[src/rtl/scalar_ladder_seq.sv]
// rtl/scalar_ladder_seq.sv - scalar ladder step sequencer, MSB-first walk with command handshake
module scalar_ladder_seq #(
  parameter int N  = 255,
  parameter int IW = $clog2(N)
) (
  input  logic          clk,
  input  logic          rst,
  input  logic          start,
  input  logic [N-1:0]  k,
  input  logic          abort,
  output logic [N-1:0]  k_q,
  output logic          enc_en,
  input  logic [IW-1:0] msb,
  output logic          cmd_vld,
  input  logic          cmd_rdy,
  output logic          cmd_bit,
  output logic [IW-1:0] cmd_idx,
  output logic          cmd_first,
  output logic          cmd_last,
  input  logic          step_done,
  output logic          busy,
  output logic          done,
  output logic          zero,
  output logic          err
);

  typedef enum logic [2:0] {
    S_IDLE,
    S_LOAD,
    S_ISSUE,
    S_WAIT,
    S_DONE
  } state_t;

  localparam logic [IW-1:0] IDX_MAX = IW'(N - 1);

  state_t        state_q, state_d;
  logic [N-1:0]  k_d;
  logic [IW-1:0] idx_q, idx_d;
  logic [IW-1:0] msb_q, msb_d;
  logic          zero_q, zero_d;
  logic          err_q, err_d;

  logic          msb_oob;
  logic [IW-1:0] msb_clamp;
  logic          msb_bad;

  // Qualify the encoder result: out-of-range indices are clamped, and a
  // result that does not point at a set bit is flagged.
  always_comb begin
    msb_oob   = (msb > IDX_MAX);
    msb_clamp = msb_oob ? IDX_MAX : msb;
    msb_bad   = msb_oob || !k_q[msb_clamp];
  end

  // Next-state and datapath updates; abort outranks handshake and step_done.
  always_comb begin
    state_d = state_q;
    k_d     = k_q;
    idx_d   = idx_q;
    msb_d   = msb_q;
    zero_d  = zero_q;
    err_d   = err_q;

    case (state_q)
      S_IDLE: begin
        if (start) begin
          k_d     = k;
          err_d   = 1'b0;
          zero_d  = 1'b0;
          state_d = S_LOAD;
        end
      end
      S_LOAD: begin
        if (abort) begin
          state_d = S_IDLE;
        end else if (k_q == '0) begin
          zero_d  = 1'b1;
          state_d = S_DONE;
        end else begin
          zero_d  = 1'b0;
          idx_d   = msb_clamp;
          msb_d   = msb_clamp;
          if (msb_bad) begin
            err_d = 1'b1;
          end
          state_d = S_ISSUE;
        end
      end
      S_ISSUE: begin
        if (abort) begin
          state_d = S_IDLE;
        end else if (cmd_rdy) begin
          state_d = S_WAIT;
        end
      end
      S_WAIT: begin
        if (abort) begin
          state_d = S_IDLE;
        end else if (step_done) begin
          if (idx_q == '0) begin
            state_d = S_DONE;
          end else begin
            idx_d   = idx_q - IW'(1);
            state_d = S_ISSUE;
          end
        end
      end
      S_DONE: begin
        state_d = S_IDLE;
      end
      default: begin
        state_d = S_IDLE;
      end
    endcase

    // A completion pulse outside WAIT is a downstream protocol violation.
    if (step_done && (state_q != S_WAIT)) begin
      err_d = 1'b1;
    end
  end

  // State and datapath registers with synchronous reset.
  always_ff @(posedge clk) begin
    if (rst) begin
      state_q <= S_IDLE;
      k_q     <= '0;
      idx_q   <= '0;
      msb_q   <= '0;
      zero_q  <= 1'b0;
      err_q   <= 1'b0;
    end else begin
      state_q <= state_d;
      k_q     <= k_d;
      idx_q   <= idx_d;
      msb_q   <= msb_d;
      zero_q  <= zero_d;
      err_q   <= err_d;
    end
  end

  // Outputs decode the registered state; cmd_* read zero outside ISSUE.
  always_comb begin
    enc_en    = (state_q == S_LOAD);
    cmd_vld   = (state_q == S_ISSUE);
    cmd_idx   = cmd_vld ? idx_q : '0;
    cmd_bit   = cmd_vld && k_q[idx_q];
    cmd_first = cmd_vld && (idx_q == msb_q);
    cmd_last  = cmd_vld && (idx_q == '0);
    busy      = (state_q != S_IDLE);
    done      = (state_q == S_DONE);
    zero      = zero_q;
    err       = err_q;
  end

endmodule

[config.mk]
export PLATFORM = sky130hd
export DESIGN_NAME = scalar_ladder_seq
export DESIGN_NICKNAME = d
export VERILOG_FILES = /design/src/rtl/scalar_ladder_seq.sv
export SDC_FILE = /design/constraint.sdc
export NUM_CORES = 1
export LEC_CHECK = 0
export CORE_AREA = 2 2 209 211
export DETAILED_ROUTE_END_ITERATION = 8
export DIE_AREA = 0 0 211 213
export PLACE_DENSITY = 0.69
export SKIP_LAST_GASP = 1
export SLEW_MARGIN = 0
export SYNTH_ARGS = -nofsm -noshare
export SYNTH_HDL_FRONTEND = slang
export SYNTH_SLANG_ARGS = --single-unit
[constraint.sdc]
create_clock -name clk -period 7.5 [get_ports clk]
set_input_delay 1.5 -clock clk [delete_from_list [all_inputs] [get_ports clk]]
set_output_delay 1.5 -clock clk [all_outputs]
set_load 0.005 [all_outputs]
# Word level (Yosys, flattened, before mapping)
# Index checks and enable logic that the tools add are counted.
[totals]
out_inout_bits = 272
elab_cells = 79
ff_bits = 276
input_bits = 269
[classes]
reduce_logical = 19
n_eq_ne = 18
bitwise = 2
n_lt_le_gt_ge = 3
n_mux = 30
add_sub_neg = 1
[op_table]
columns = ["op", "n"]
rows = [
  ["logical NOT 255 bit", 1],
  ["2-to-1 mux 8 bit", 7],
  ["2-to-1 mux 3 bit", 8],
  ["less-than comparator 8 x 9 -> 1 bit, second input constant", 2],
  ["binary-select mux 1 bit (select 8 bit)", 2],
  ["case mux 8 bit (2 select lines)", 1],
  ["!= test 2 bit, second input constant", 6],
  ["!= test 3 x 2 -> 1 bit, second input constant", 4],
  ["case mux 3 bit (4 select lines)", 1],
  ["2-to-1 mux 1 bit", 9],
  ["AND reduction 3 bit", 3],
  ["equality test 8 bit", 1],
  ["greater-than comparator 8 bit, second input constant", 1],
  ["logical NOT 8 bit", 1],
  ["subtractor 8 x 1 -> 8 bit, second input constant", 1],
  ["equality test 3 x 2 -> 1 bit, second input constant", 2],
  ["!= test 3 bit, second input constant", 2],
  ["AND reduction 6 bit", 1],
  ["nonzero test 3 bit", 2],
  ["AND reduction 5 bit", 1],
  ["logical AND 1 bit", 4],
  ["case mux 1 bit (2 select lines)", 2],
  ["nonzero test 2 bit", 2],
  ["equality test 3 x 1 -> 1 bit, second input constant", 1],
  ["7 further kinds", 8],
]

# Longest topological paths before layout
# Gate-level depths: netlist (run 1).
[depth]
ltp_word = 11
ltp_mapped = 12
ltp_nobuf = 8

# Least setup slack after synthesis (run 1)
# Ideal clock, no wire load.
[synth_timing]
path_type = "reg2out"
start = "reg idx_q[0]"
end = "out cmd_bit"
arrival_ps = 2241
path_slack_ps = 3759
n_path_buf = 3
path_stages_with_launch = 10
cell_sequence = "dfxtp_1 -> buf_6 -> buf_8 -> buf_2 -> mux4_2 -> mux4_2 -> a22oi_1 -> nand4_1 -> nand3_1 -> nor2_1"
[synth_via]
elab_chain_cells = 3
[synth_lines]
columns = ["element", "line", "text"]
rows = [
  ["from (decl)", "39", "logic [IW-1:0] idx_q, idx_d;"],
  ["from (signal assigned)", "135", "idx_q <= idx_d;"],
  ["binary-select mux 1 bit (select 8 bit)", "147", "cmd_bit = cmd_vld && k_q[idx_q];"],
  ["2-to-1 mux 1 bit (not written as such)", "147", ""],
  ["logical AND 1 bit", "147", ""],
  ["to (decl)", "16", "output logic cmd_bit,"],
]
# No other way between the ends. The select of a mux whose other input is x is not followed.

# Worst setup path after layout (run 1)
# Ends and elaborated chain as after synthesis.

==> results of run 1 <==
## power by group
group | leakage (nW) | internal (mW) | switching (mW)
clock | 0.487 | 0.881 | 0.619
combinational | 4.73 | 0.495 | 0.399
sequential | 2.27 | 1.57 | 0.207
total | 7.49 | 2.94 | 1.22
## per-stage QoR
step	area [sq um]	utilization [%]	hold slack (ns)	power, mW
3_5_place_dp	20340	47.64	0.4614	2.688
4_1_cts	21320	49.94	0.4687	4.191
6_report	21330	49.95	0.4676	4.167
2_1_floorplan	14790	-	0.4481	2.151
3_3_place_gp	20340	47.64	0.4472	2.675
5_1_grt	21320	49.94	0.4914	4.342
## synth_stat cells, drive strengths merged (4+ instances only)
cell type	number
a31oi	16
nor3	6
a2bb2oi	6
and3	8
o22ai	14
xor2	6
dfxtp	276
a21oi	295
nor2	35
a211oi	11
or2	4
o31ai	5
mux2	25
nand3	14
buf	39
mux4	98
mux2i	22
or3	4
nor3b	4
nor2b	10
o21ai	30
nand2	569
clkbuf	115
a221oi	6
inv	13
nand4	21
a22oi	4
o211ai	7
nor4	75
a311oi	4
o221ai	17
## metal layers
layer	wire, um	vias to the layer above	GRT usage [%]
li1	-	7342	-
met1	25770	7714	34.87
met2	32480	996	48.72
met3	6277	176	6.825
met4	2615	4	11.80
met5	23	-	0
## sequential cells by signal (all words and copies together), names as in the netlist
signal and count:
zero 1, state_q 3, err 1, idx_q 8
k_q 255, msb_q 8
## path summary, 6_finish.rpt
kind                    to  slack, ns
hold / removal    msb_q[7]       0.47
setup / recovery   cmd_bit       1.59
setup reg to reg  idx_q[1]       3.46
hold reg to reg   msb_q[7]       0.47
## final cells by class
cell class | count | area, sq um | share of cell area (%)
multi-input combinational | 1354 | 8593 | 40.29
clock buffer | 38 | 832.0 | 3.901
sequential | 276 | 5535 | 25.95
antenna | 2 | 5.005 | 0.02347
timing repair buffer | 550 | 5479 | 25.69
clock inverter | 13 | 150.1 | 0.7040
tap | 546 | 683.2 | 3.203
inverter | 13 | 48.80 | 0.2288
## logic make-up after synthesis
family	share of synthesized area (%)
AOI/OAI and AO/OA	16.83
muxes	18.42
adders and majority gates	0.1692
xor gates and xnor gates	0.4738
and+or+nand+nor	22.08
buffers and inverters	4.662
DFF	37.36
## critical path, stage by stage (launching register included)
cell             delay [ns]
dfxtp_4                0.99
buf_4                  0.49
mux4_2                 0.55
mux4_2                 0.49
a311oi_1               0.32
nand3_1                0.13
nand3_1                0.20
nor2_1                 0.14
clkdlybuf4s50_1        0.48
==> impl_metrics.env, run 1 <==
export IMPL_cp_start_kind="register"
export IMPL_cts_tree="yes"
export IMPL_layout_nets=2496
export IMPL_synth_cells=1797
export IMPL_path_class="register to output pin"
export IMPL_p_leak_nw=7.489
export IMPL_final_common_cell="nand2_1"
export IMPL_final_cells=2792
export IMPL_synth_area_per_cell_sq_um=8.229
export IMPL_finalCritPeriodShare_pct=78.86
export IMPL_synth_top_cell_by_area="dfxtp_1"
export IMPL_finClkSkew_ns=0.009365
export IMPL_setup_viol_count_final=0
export IMPL_drtIter0Drc=1613
export IMPL_start_util_pct=34.64
export IMPL_ys_async_sr_fraction_pct=0
export IMPL_antenna_left=0
export IMPL_syn_area_sq_mm=0.01479
export IMPL_startpoint="idx_q[0]"
export IMPL_areaGrowthSynthToFinish_pct=44.22
export IMPL_routabilityCongestion=0.8978
export IMPL_grt_ovfl_total=0
export IMPL_placementRows=76
export IMPL_drv_cap=0
export IMPL_reg2reg_depth=7
export IMPL_dieArea_sq_mm=0.04494
export IMPL_final_layout_size_suffix_gt1_share_pct=8.913
export IMPL_clock_latency_ns=0.57
export IMPL_ir_worst_vdd_mv=0.1562
export IMPL_grt_usage_pct=28.66
export IMPL_rsz0062_at_grt="no"
export IMPL_grt_pass1_wl_mm=97.85
export IMPL_clkTransAtPathRegs_ns=0.06
export IMPL_grt_pass1_vias=15884
export IMPL_numPortBuffers=540
export IMPL_placed_cells=2739
export IMPL_yosysTopAreaCellShare_pct=37.36
export IMPL_die_x_um=211
export IMPL_drc=0
export IMPL_ys_seq_area_share_pct=37.36
export IMPL_htree_levels=1
export IMPL_root_buffer="clkbuf_16"
export IMPL_cts_setup_buffers=0
export IMPL_hold_path_class="register to register"
export IMPL_postCtsHoldBufs=0
export IMPL_totalWireLength_mm=67.17
export IMPL_synthFlopType="dfxtp_1"
export IMPL_synthTopCellsByArea="dfxtp_1, nand2_1, mux4_2, a21oi_1, nor4_1"
export IMPL_via_count=16232
export IMPL_fmax_mhz=169.1
export IMPL_synth_edf_count=0
export IMPL_wl_per_cell_um=24.06
export IMPL_syn_num_nets=2068
export IMPL_min_delay_start="msb_q[7]"
export IMPL_arrival_ns=4.41
export IMPL_grt_start_max_net_pins=185
export IMPL_yosysWarningCount=0
export IMPL_preCtsSetupSlack_ns=2.182
export IMPL_cp_required_ns=6.00
export IMPL_fin_crit_ns=5.915
export IMPL_clk_path_buf_depth=3
export IMPL_max_slew_margin_rel_pct=29.88
export IMPL_dp_hpwl_mm=49.15
export IMPL_crit_fanout=50
export IMPL_ys_seq_elements=276
export IMPL_post_synth_num_cell_types=62
export IMPL_status="finished clean"
export IMPL_cts_made_buffers=30
export IMPL_powerDensity_mw_per_mm2=195.4
export IMPL_finalHoldViolCount=0
export IMPL_vias_per_cell=5.814
export IMPL_tightest_slew_ns=1.052
export IMPL_fin_setup_tns_ns=0
export IMPL_rr_startpoint="k_q[107]"
export IMPL_fp_dieH_um=213
export IMPL_setup_ws_ns=1.585
export IMPL_maxSlewViolCount=0
export IMPL_ios=541
export IMPL_final_cell_mix="nand2_1, clkdlybuf4s50_1, a21oi_1, dfxtp_1, mux4_2"
export IMPL_antenna_found_initial=4
export IMPL_postCtsResizedCells=0
export IMPL_drt_pass1_iter_count=5
export IMPL_num_fill_cells=4015
export IMPL_min_path_cells=2
export IMPL_cp_end_kind="output pin"
export IMPL_core_area_sq_mm=0.04270
export IMPL_cts_num_sinks=276
Note: power is estimated with default switching activity, not from simulation.
==> run 2, diff against run 1 <==
- clock period: 7.5 -> 5.5 ns (I/O delays scaled with it)
==> impl_metrics.env, run 2 (synthesis gave the netlist of run 1 again) <==
export IMPL_status="finished clean"
export IMPL_swShare_pct=30.05
export IMPL_ir_worst_vdd_mv=0.1816
export IMPL_final_layout_size_suffix_gt1_share_pct=9.300
export IMPL_switchingPower_mw=1.715
export IMPL_totalWireLength_mm=68.34
export IMPL_cts_made_buffers=31
export IMPL_max_slew_margin_rel_pct=28.36
export IMPL_arrival_ns=4.01
export IMPL_setup_viol_count_final=0
export IMPL_fp_dieH_um=213
export IMPL_largestRegisters="k_q: 255 flops, idx_q: 8 flops, msb_q: 8 flops"
export IMPL_cts_tree="yes"
export IMPL_placed_cells=2747
export IMPL_grt_ovfl_total=0
export IMPL_fmax_mhz=195.8
export IMPL_root_buffer="clkbuf_16"
export IMPL_drtIter0Drc=1647
export IMPL_postCtsHoldBufs=0
export IMPL_top_register="k_q"
export IMPL_die_x_um=211
export IMPL_dieArea_sq_mm=0.04494
export IMPL_largest_reg_flops=255
export IMPL_vias_per_cell=5.807
export IMPL_clkTransAtPathRegs_ns=0.07
export IMPL_num_fill_cells=4068
export IMPL_critPathMostFrequentCell="mux4_2"
export IMPL_p_clk_share_pct=36.0
export IMPL_grt_pass1_vias=15925
export IMPL_tightest_slew_ns=1.075
export IMPL_cts_num_sinks=276
export IMPL_grt_pass1_wl_mm=99.99
export IMPL_clk_path_buf_depth=3
export IMPL_power_share_combinational_pct=21.7
export IMPL_postCtsResizedCells=0
export IMPL_placementRows=76
export IMPL_cp_end_kind="output pin"
export IMPL_final_cell_mix="nand2_1, clkdlybuf4s50_1, a21oi_1, dfxtp_1, mux4_2"
export IMPL_cp_required_ns=4.40
export IMPL_path_class="register to output pin"
export IMPL_areaGrowthSynthToFinish_pct=44.89
export IMPL_layout_nets=2505
export IMPL_numPortBuffers=540
export IMPL_core_area_sq_mm=0.04270
export IMPL_ios=541
export IMPL_crit_fanout=30
export IMPL_htree_levels=1
export IMPL_dp_hpwl_mm=49.88
export IMPL_antenna_found_initial=3
export IMPL_drt_pass1_iter_count=6
export IMPL_fin_crit_ns=5.108
export IMPL_grt_usage_pct=29.24
export IMPL_clock_latency_ns=0.59
export IMPL_final_common_cell="nand2_1"
export IMPL_utilization_pct=50.18
export IMPL_grt_start_max_net_pins=98
export IMPL_seqPwrFrac_pct=42.3
export IMPL_cp_start_kind="register"
export IMPL_routabilityCongestion=0.9153
export IMPL_powerDensity_mw_per_mm2=266.4
export IMPL_final_cells=2806
export IMPL_finClkSkew_ns=0.03134
export IMPL_antenna_left=0
export IMPL_maxSlewViolCount=0
export IMPL_cts_setup_buffers=0
export IMPL_rsz0062_at_grt="no"
export IMPL_finalCritPeriodShare_pct=92.88
export IMPL_crit_chain="buf_4 > mux4_2 > mux4_2 > a22oi_1 > nand4_1 > nand3_1 > nor2_1 > clkdlybuf4s50_1"
export IMPL_drv_cap=0
export IMPL_cpPeakStageDelay_ns=0.73
export IMPL_hold_ws_ns=0.4684
export IMPL_drc=0
export IMPL_p_int_mw=3.993
export IMPL_via_count=16294
export IMPL_start_util_pct=34.64
export IMPL_cp_slowest_cell="dfxtp_4"
export IMPL_p_leak_nw=7.534
export IMPL_wl_per_cell_um=24.36
export IMPL_hold_path_class="register to register"
export IMPL_fin_setup_tns_ns=0
export IMPL_finalHoldViolCount=0
-- run 2: final timing paths --
path	slack, ns	cells past startpoint	end	startpoint
max reg2reg	2.09	8	idx_q[0]	k_q[68]
max	0.39	8	cmd_bit	idx_q[0]
min	0.47	2	msb_q[7]	msb_q[7]
min reg2reg	0.47	2	msb_q[7]	msb_q[7]
-- run 2: metal layers --
layer	wire length (um)	global-route usage, %	vias to the layer above	part of all wire [%]
li1	-	-	7365	-
met1	26610	35.71	7857	39
met2	33830	51.46	926	49
met3	5867	6.119	144	8.6
met4	2024	9.301	2	3.0
met5	16	0	-	0.023
-- run 2: per-stage QoR --
step / instance area [sq um] / worst slack (ns) / total power [mW]
final: 21430 / 0.3918 / 5.708
after global routing: 21420 / 0.1528 / 5.934
after CTS: 21420 / 0.3113 / 5.736
after detailed placement: 20420 / 0.9330 / 3.678
after global placement: 20420 / 1.015 / 3.662
after floorplan: 14790 / 2.159 / 2.933
-- run 2: critical path, delay by kind of cell, from the launching register on --
kind                   cells  cell delay [ns]
multiplexers               2             1.04
flip-flops                 1             0.73
buffers and inverters      2             0.89
AO/OA/AOI/OAI              1             0.26
AND/OR/NAND/NOR            3             0.48
-- run 2: power groups by stage --
stage | Combinational, mW | Sequential [mW] | Clock, mW
after floorplan | 0.616 | 2.32 | 0
after global placement | 1.21 | 2.45 | 0
after detailed placement | 1.23 | 2.45 | 0
after CTS | 1.23 | 2.41 | 2.09
after global routing | 1.34 | 2.43 | 2.17
final | 1.24 | 2.41 | 2.06
-- run 2: layout make-up --
class | instances | area (sq um) | share of cell area (%)
flip-flops and latches | 276 | 5535 | 25.84
well taps | 546 | 683.2 | 3.189
diodes | 2 | 5.005 | 0.02336
multi-input cells | 1354 | 8593 | 40.11
clock buffers | 42 | 847.1 | 3.954
repair buffers | 558 | 5564 | 25.97
inverters | 13 | 48.80 | 0.2278
clock inverters | 15 | 148.9 | 0.6949
